`config.mk`:
```
export PLATFORM = sky130hd
export DESIGN_NAME = range_clip_cell_flat
export DESIGN_NICKNAME = d
export VERILOG_FILES = /design/src/rtl/range_clip_cell_if.sv /design/src/rtl/range_clip_cell.sv /design/src/flat_wrapper.sv
export SDC_FILE = /design/constraint.sdc
export NUM_CORES = 1
export LEC_CHECK = 0
export BUFFER_PORTS_ARGS = -buffer_cell sky130_fd_sc_hd__buf_4
export CAP_MARGIN = 15
export CORE_MARGIN = 4
export CORE_UTILIZATION = 64
export DETAILED_ROUTE_END_ITERATION = 8
export PLACE_DENSITY = 0.95
export SETUP_SLACK_MARGIN = 0.02
export SLEW_MARGIN = 20
export SYNTH_ARGS = -nofsm -noshare
export SYNTH_HDL_FRONTEND = slang
export SYNTH_SLANG_ARGS = --single-unit
export TNS_END_PERCENT = 100
```
`constraint.sdc`:
```
create_clock -name clk -period 17.7 [get_ports clk]
set_input_delay 0.885 -clock clk [delete_from_list [all_inputs] [get_ports clk]]
set_output_delay 0.885 -clock clk [all_outputs]
set_load 0.02 [all_outputs]
```
`src/rtl/range_clip_cell_if.sv`:
```
// range_clip_cell_if: one link of the range-clip chain (range handshake, config-done level, sum token).
interface range_clip_cell_if #(
    parameter int RANGE_WIDTH = 49,
    parameter int SUM_WIDTH   = 56
);
    logic                   valid;
    logic                   ready;
    logic [RANGE_WIDTH-1:0] lo;
    logic [RANGE_WIDTH-1:0] hi;
    logic                   conf_done;
    logic                   sum_valid;
    logic [SUM_WIDTH-1:0]   sum;
    modport master (output valid, lo, hi, conf_done, sum_valid, sum, input ready);
    modport slave  (input valid, lo, hi, conf_done, sum_valid, sum, output ready);
endinterface

```
`src/rtl/range_clip_cell.sv`:
```
// range_clip_cell: one systolic stage that keeps a range, clips passing ranges against it and adds its size to the sum token.
// Optional RANGE_CLIP_CELL_DEBUG_EN adds dbg_drop_cnt_o, a saturating count of dropped inputs.
module range_clip_cell #(
    parameter int RANGE_WIDTH = 49,
    parameter int SUM_WIDTH   = 56
) (
    input logic clk,
    input logic rst_n,
    range_clip_cell_if.slave  up_i,
    range_clip_cell_if.master down_o
`ifdef RANGE_CLIP_CELL_DEBUG_EN
    ,
    output logic [15:0] dbg_drop_cnt_o
`endif
);
    localparam int RW = RANGE_WIDTH;
    localparam int SW = SUM_WIDTH;
    typedef enum logic [1:0] {IDLE, SPLIT, DONE} state_t;
    state_t state_q, state_d;
    logic occ_q, occ_d, dv_q, dv_d, dcd_q, dcd_d, dsv_q, dsv_d;
    logic [RW-1:0] st_lo_q, st_lo_d, st_hi_q, st_hi_d;
    logic [RW-1:0] pend_lo_q, pend_lo_d, pend_hi_q, pend_hi_d;
    logic [RW-1:0] dlo_q, dlo_d, dhi_q, dhi_d;
    logic [SW-1:0] dsum_q, dsum_d, size;
    logic free, acc, bad, dis, left, right, drop;
    assign free  = !dv_q || down_o.ready;
    assign acc   = up_i.valid && up_i.ready;
    assign bad   = up_i.lo > up_i.hi;
    assign dis   = up_i.hi < st_lo_q || up_i.lo > st_hi_q;
    assign left  = up_i.lo < st_lo_q;
    assign right = up_i.hi > st_hi_q;
    // Size is widened before the +1 so a full-width range cannot wrap.
    assign size  = occ_q ? {{(SW-RW){1'b0}}, st_hi_q - st_lo_q} + SW'(1) : '0;
    always_comb begin
        state_d   = state_q;
        occ_d     = occ_q;
        st_lo_d   = st_lo_q;
        st_hi_d   = st_hi_q;
        pend_lo_d = pend_lo_q;
        pend_hi_d = pend_hi_q;
        dv_d      = dv_q && !down_o.ready;
        dlo_d     = dlo_q;
        dhi_d     = dhi_q;
        dcd_d     = dcd_q;
        drop      = 1'b0;
        case (state_q)
            IDLE: begin
                if (acc) begin
                    if (bad) begin
                        drop = 1'b1;
                    end else if (!occ_q) begin
                        occ_d   = 1'b1;
                        st_lo_d = up_i.lo;
                        st_hi_d = up_i.hi;
                    end else if (dis) begin
                        dv_d  = 1'b1;
                        dlo_d = up_i.lo;
                        dhi_d = up_i.hi;
                    end else if (left) begin
                        dv_d  = 1'b1;
                        dlo_d = up_i.lo;
                        dhi_d = st_lo_q - RW'(1);
                        if (right) begin
                            pend_lo_d = st_hi_q + RW'(1);
                            pend_hi_d = up_i.hi;
                            state_d   = SPLIT;
                        end
                    end else if (right) begin
                        dv_d  = 1'b1;
                        dlo_d = st_hi_q + RW'(1);
                        dhi_d = up_i.hi;
                    end else begin
                        drop = 1'b1;
                    end
                end else if (up_i.conf_done && !dv_q) begin
                    state_d = DONE;
                    dcd_d   = 1'b1;
                end
            end
            SPLIT: begin
                if (free) begin
                    dv_d    = 1'b1;
                    dlo_d   = pend_lo_q;
                    dhi_d   = pend_hi_q;
                    state_d = IDLE;
                end
            end
            default: ;
        endcase
    end
    assign dsv_d  = state_q == DONE && up_i.sum_valid;
    assign dsum_d = dsv_d ? up_i.sum + size : dsum_q;
    always_ff @(posedge clk or negedge rst_n) begin
        if (!rst_n) begin
            state_q   <= IDLE;
            occ_q     <= 1'b0;
            st_lo_q   <= '0;
            st_hi_q   <= '0;
            pend_lo_q <= '0;
            pend_hi_q <= '0;
            dv_q      <= 1'b0;
            dlo_q     <= '0;
            dhi_q     <= '0;
            dcd_q     <= 1'b0;
            dsv_q     <= 1'b0;
            dsum_q    <= '0;
        end else begin
            state_q   <= state_d;
            occ_q     <= occ_d;
            st_lo_q   <= st_lo_d;
            st_hi_q   <= st_hi_d;
            pend_lo_q <= pend_lo_d;
            pend_hi_q <= pend_hi_d;
            dv_q      <= dv_d;
            dlo_q     <= dlo_d;
            dhi_q     <= dhi_d;
            dcd_q     <= dcd_d;
            dsv_q     <= dsv_d;
            dsum_q    <= dsum_d;
        end
    end
    assign up_i.ready       = rst_n && state_q == IDLE && free && !up_i.conf_done;
    assign down_o.valid     = dv_q;
    assign down_o.lo        = dlo_q;
    assign down_o.hi        = dhi_q;
    assign down_o.conf_done = dcd_q;
    assign down_o.sum_valid = dsv_q;
    assign down_o.sum       = dsum_q;
`ifdef RANGE_CLIP_CELL_DEBUG_EN
    logic [15:0] drop_cnt_q;
    always_ff @(posedge clk or negedge rst_n) begin
        if (!rst_n) drop_cnt_q <= '0;
        else if (drop && drop_cnt_q != 16'hFFFF) drop_cnt_q <= drop_cnt_q + 16'd1;
    end
    assign dbg_drop_cnt_o = drop_cnt_q;
`else
    logic unused_drop;
    assign unused_drop = drop;
`endif
endmodule

```
`src/flat_wrapper.sv`:
```
// flat-port wrapper written by rule: the top's interface ports become plain ports
module range_clip_cell_flat 
#(
    parameter int RANGE_WIDTH = 49,
    parameter int SUM_WIDTH   = 56
)
  (clk, rst_n, up_i_valid, up_i_lo, up_i_hi, up_i_conf_done, up_i_sum_valid, up_i_sum, up_i_ready, down_o_valid, down_o_lo, down_o_hi, down_o_conf_done, down_o_sum_valid, down_o_sum, down_o_ready);
  range_clip_cell_if #(.RANGE_WIDTH(RANGE_WIDTH), .SUM_WIDTH(SUM_WIDTH)) up_i_i ();
  range_clip_cell_if #(.RANGE_WIDTH(RANGE_WIDTH), .SUM_WIDTH(SUM_WIDTH)) down_o_i ();
  input logic clk;
  input logic rst_n;
  input wire logic [$bits(up_i_i.valid)-1:0] up_i_valid;
  input wire logic [$bits(up_i_i.lo)-1:0] up_i_lo;
  input wire logic [$bits(up_i_i.hi)-1:0] up_i_hi;
  input wire logic [$bits(up_i_i.conf_done)-1:0] up_i_conf_done;
  input wire logic [$bits(up_i_i.sum_valid)-1:0] up_i_sum_valid;
  input wire logic [$bits(up_i_i.sum)-1:0] up_i_sum;
  output wire logic [$bits(up_i_i.ready)-1:0] up_i_ready;
  output wire logic [$bits(down_o_i.valid)-1:0] down_o_valid;
  output wire logic [$bits(down_o_i.lo)-1:0] down_o_lo;
  output wire logic [$bits(down_o_i.hi)-1:0] down_o_hi;
  output wire logic [$bits(down_o_i.conf_done)-1:0] down_o_conf_done;
  output wire logic [$bits(down_o_i.sum_valid)-1:0] down_o_sum_valid;
  output wire logic [$bits(down_o_i.sum)-1:0] down_o_sum;
  input wire logic [$bits(down_o_i.ready)-1:0] down_o_ready;
  assign up_i_i.valid = up_i_valid;
  assign up_i_i.lo = up_i_lo;
  assign up_i_i.hi = up_i_hi;
  assign up_i_i.conf_done = up_i_conf_done;
  assign up_i_i.sum_valid = up_i_sum_valid;
  assign up_i_i.sum = up_i_sum;
  assign up_i_ready = up_i_i.ready;
  assign down_o_valid = down_o_i.valid;
  assign down_o_lo = down_o_i.lo;
  assign down_o_hi = down_o_i.hi;
  assign down_o_conf_done = down_o_i.conf_done;
  assign down_o_sum_valid = down_o_i.sum_valid;
  assign down_o_sum = down_o_i.sum;
  assign down_o_i.ready = down_o_ready;
  range_clip_cell #(.RANGE_WIDTH(RANGE_WIDTH), .SUM_WIDTH(SUM_WIDTH)) u_core (.clk(clk), .rst_n(rst_n), .up_i(up_i_i), .down_o(down_o_i));
endmodule
```
==> impl_metrics.py <==
metrics = {
    "power": {
        "total_power_mw": 3.54,
        "combPwrFrac": 0.461,
        "cellInternalPower_mw": 2.13,
        "total_switching_power_mw": 1.41,
        "power.density_nw_per_um2": 105,
        "power.share.sequential": 0.277,
        "vdd_drop_max_v": 0.000116,
        "pwr-share-clk": 0.262,
        "switching_share": 0.399,
        "leakage_nw": 17.4,
    },
    "timing": {
        "finalHoldViolCount": 0,
        "period_share": 0.404,
        "grt_setup_unrepaired": "no",
        "slew_headroom": 0.271,
        "clock-skew-final_ns": 0.0288,
        "setup_tns_ns": 0,
        "min_period_ns": 7.14,
        "slew_of_the_pin_with_the_lowest_slew_margin_ns": 1.09,
        "finalSetupViolCount": 0,
        "finalMaxSlewViolations": 0,
        "achievable-frequency_mhz": 140,
    },
    "global_routing": {
        "met3_usage": 0.0848,
        "globalRoute.busiestLayer": "met2",
        "grt_first_pass_wirelength_mm": 148,
        "via_count_of_the_first_global_routing_pass": 27500,
        "grtUsageTotal": 0.365,
        "grt_max_degree": 162,
        "met1_usage": 0.493,
        "initial_antenna_violation_count": 1,
        "gr-usage-met2": 0.567,
        "overflow": 0,
    },
    "placed_design": {
        "port-buffer-count": 317,
        "dpl.hpwl_mm": 71.0,
        "place.gp.congestion": 1.02,
    },
    "setup_path": {
        "path_buf_inv": 1,
        "critical_path.max_fanout": 10,
        "worstSetupEndpointType": "flop",
        "worst_ep_required_time_ns": 18.19,
        "path_cells": "inv_1 -> ha_1 -> fa_1 -> nand2b_2 -> a211oi_2 -> o31ai_1 -> a2bb2oi_1 -> nand2_1 -> nor3_1 -> nand4_1 -> or4_1 -> nor4_1 -> xnor2_1 -> nor2_1 -> ha_1 -> nand3_1 -> or4_1 -> or3_1 -> o32ai_1 -> o21a_1 -> a41o_1 -> a21oi_1 -> or3_1 -> a31oi_1",
        "largest_incremental_delay_on_the_critical_path_ns": 0.66,
        "crit_path_top_delay_cell": "or4_1",
        "worst_setup_path_start_kind": "flop",
        "top_cell_family_by_delay_on_the_critical_path": "simple AND/OR/NAND/NOR gates",
        "timing.critical_path.arrival_ns": 7.64,
        "timing_worst_setup_path_type": "flop to flop",
    },
    "clocking": {
        "post_cts.repair.setup_buffers": 0,
        "clock_tree.root_cell": "clkbuf_16",
        "cts-buffers-inserted": 41,
        "cts_repair_resize_count": 0,
        "worst_skew_pair.late_latency_ns": 0.58,
        "count_of_h_tree_levels_built_during_cts": 2,
        "cts-root-to-sink-buffers": 3,
        "clkSinkCount": 356,
        "cts_hold_buffers": 0,
        "clkTransAtPathRegs_ns": 0.06,
        "clock_tree_from_tritoncts": "built",
    },
    "detailed_routing": {
        "drt-vias-per-instance": 6.61,
        "drt_iter0_drc": 3355,
        "drc_errors": 0,
        "drtAntennaViolNets": 0,
        "avgRoutedWirePerCell_um": 22.1,
        "dr.pass1.iters": 8,
        "vias_post_dr": 28200,
        "drt_wl_total_mm": 94.4,
    },
    "logic_synthesis": {
        "syn-cell-area_um2": 29500,
        "syn-instance-count": 3397,
        "yosys.cell_count.top_type": "nand2_1",
        "postSynthNetCount": 3903,
        "synth-warning-count": 0,
        "synth_top_area_frac": 0.302,
        "synth-edff-count": 0,
        "synth_ff_type": "dfrtp_1",
        "area_contributors_post_synth": "dfrtp_1, ha_1, o21ai_0",
        "synth_top_cell_by_area": "dfrtp_1",
        "async_reset_ff_frac": 1.00,
        "synth_top_cells_by_count": "nand2_1, o21ai_0, dfrtp_1",
        "synthDistinctLibCells": 97,
        "synth.avg_cell_area_um2": 8.69,
        "synth-seq-area-share": 0.302,
        "postSynthRegisterBits": 356,
    },
    "final_layout": {
        "num-nets-final": 4146,
        "syn2layout_area_growth_pct": 14.3,
        "final.fill_count": 3124,
        "fraction_of_final_layout_cells_with_drive_strength_greater_than_1": 0.169,
    },
    "hold_path": {
        "holdCritPathClass": "input port to async pin",
    },
    "run": {
        "drv.max_cap_violation_count": 0,
    },
    "floorplan": {
        "initial_utilization": 0.649,
        "die_area_um2": 49600,
        "die_height_um": 223,
        "ioPinCount": 318,
        "die_x_um": 223,
        "core-area_um2": 45500,
        "rows": 78,
    },
    "run_status": {
        "run_status": "complete, no violations",
    },
}
-- registers in the layout, summed over array words and instances (netlist names) --
register / flops
u_core.down_o.lo: 49
u_core.occ_q: 1
u_core.st_hi_q: 49
u_core.down_o.hi: 49
u_core.down_o.sum_valid: 1
u_core.pend_lo_q: 49
u_core.pend_hi_q: 49
u_core.state_q: 2
u_core.st_lo_q: 49
u_core.down_o.sum: 56
u_core.down_o.valid: 1
u_core.down_o.conf_done: 1
-- placed cells by master (no fill, tap or decap), types with 8 or more instances in the layout --
cell type and instances:
a211oi_1 14, a211oi_2 8, a21o_1 154, a21oi_1 161, a31oi_1 12, and2_1 14
and3_1 25, and4_1 12, buf_4 331, clkbuf_16 41, dfrtp_1 356, ha_1 344
inv_1 187, mux2_2 148, mux2i_1 105, nand2_1 449, nand2b_1 23, nand3_1 66
nand4_1 79, nor2_1 147, nor2b_1 22, nor3_1 75, nor4_1 31, o211ai_1 9
o21a_1 12, o21ai_0 375, o21ai_1 12, o21bai_1 13, o31ai_1 12, or3_1 21
or4_1 12, xnor2_1 155, xor2_1 52
-- worst reg2reg max path: stages, from the launching register on --
cell       delay, ns
dfrtp_1         0.43
inv_1           0.11
ha_1            0.23
fa_1            0.42
nand2b_2        0.25
a211oi_2        0.33
o31ai_1         0.17
a2bb2oi_1       0.38
nand2_1         0.15
nor3_1          0.29
nand4_1         0.24
or4_1           0.66
nor4_1          0.29
xnor2_1         0.16
nor2_1          0.06
ha_1            0.45
nand3_1         0.17
or4_1           0.55
or3_1           0.32
o32ai_1         0.34
o21a_1          0.23
a41o_1          0.27
a21oi_1         0.10
or3_1           0.31
a31oi_1         0.16
-- power groups by stage --
stage	registers [mW]	clock network [mW]	logic, mW
after floorplan	1.08	0	1.01
after global placement	0.985	0	1.55
after detailed placement	0.993	0	1.59
after CTS	0.979	0.926	1.60
after global routing	0.992	0.960	1.78
final	0.981	0.926	1.63
-- through the flow --
step / cells / instance area, um2 / setup slack [ns] / utilization / hold slack, ns
finish: 4271 / 33700 / 10.56 / 0.742 / 0.290
global route: 4270 / 33700 / 10.07 / 0.742 / 0.332
CTS: 4270 / 33700 / 10.63 / 0.742 / 0.302
detailed placement: 4197 / 32300 / 10.65 / 0.710 / 0.470
global placement: 4197 / 32300 / 10.89 / 0.710 / 0.458
floorplan: 3397 / 29500 / 11.31 / - / 0.446
-- final timing paths --
kind	from	to	slack (ns)	cells past startpoint
worst min register to register	u_core.down_o.sum[32]	u_core.down_o.sum[32]	0.48	2
min in group clk	u_core.down_o.sum[32]	u_core.down_o.sum[32]	0.48	2
worst max register to register	u_core.st_hi_q[0]	u_core.down_o.sum[51]	10.56	24
worst max-delay path	u_core.st_hi_q[0]	u_core.down_o.sum[51]	10.56	24
worst min-delay path	rst_n	u_core.down_o.sum[1]	0.29	1
max in group asynchronous	rst_n	u_core.pend_lo_q[36]	15.24	3
-- layout make-up --
class	count	area [um2]	area share
multi-input combinational	2719	19400	0.575
tap	600	751	0.0222
antenna	1	2.50	0.0000742
clock inverter	20	295	0.00875
timing repair buffer	334	2530	0.0750
inverter	188	706	0.0209
clock buffer	53	1140	0.0338
sequential	356	8910	0.264
-- per-layer routing --
metal | part of all wire | vias up | wire (um)
li1 | - | 12700 | -
met2 | 0.44 | 1854 | 41400
met5 | 0 | - | 0
met4 | 0.050 | 0 | 4710
met3 | 0.11 | 385 | 10700
met1 | 0.40 | 13300 | 37600
-- cells by family after synthesis --
logic type / after synthesis / share of synthesized area
XOR/XNOR: 209 / 0.0629
multiplexers: 253 / 0.0921
buffers and inverters: 322 / 0.0426
adder cells (fa/ha/maj): 346 / 0.147
AND/OR/NAND/NOR: 1026 / 0.167
AO/OA/AOI/OAI: 885 / 0.187
flip-flops: 356 / 0.302
(Power assumes the default switching activity.)
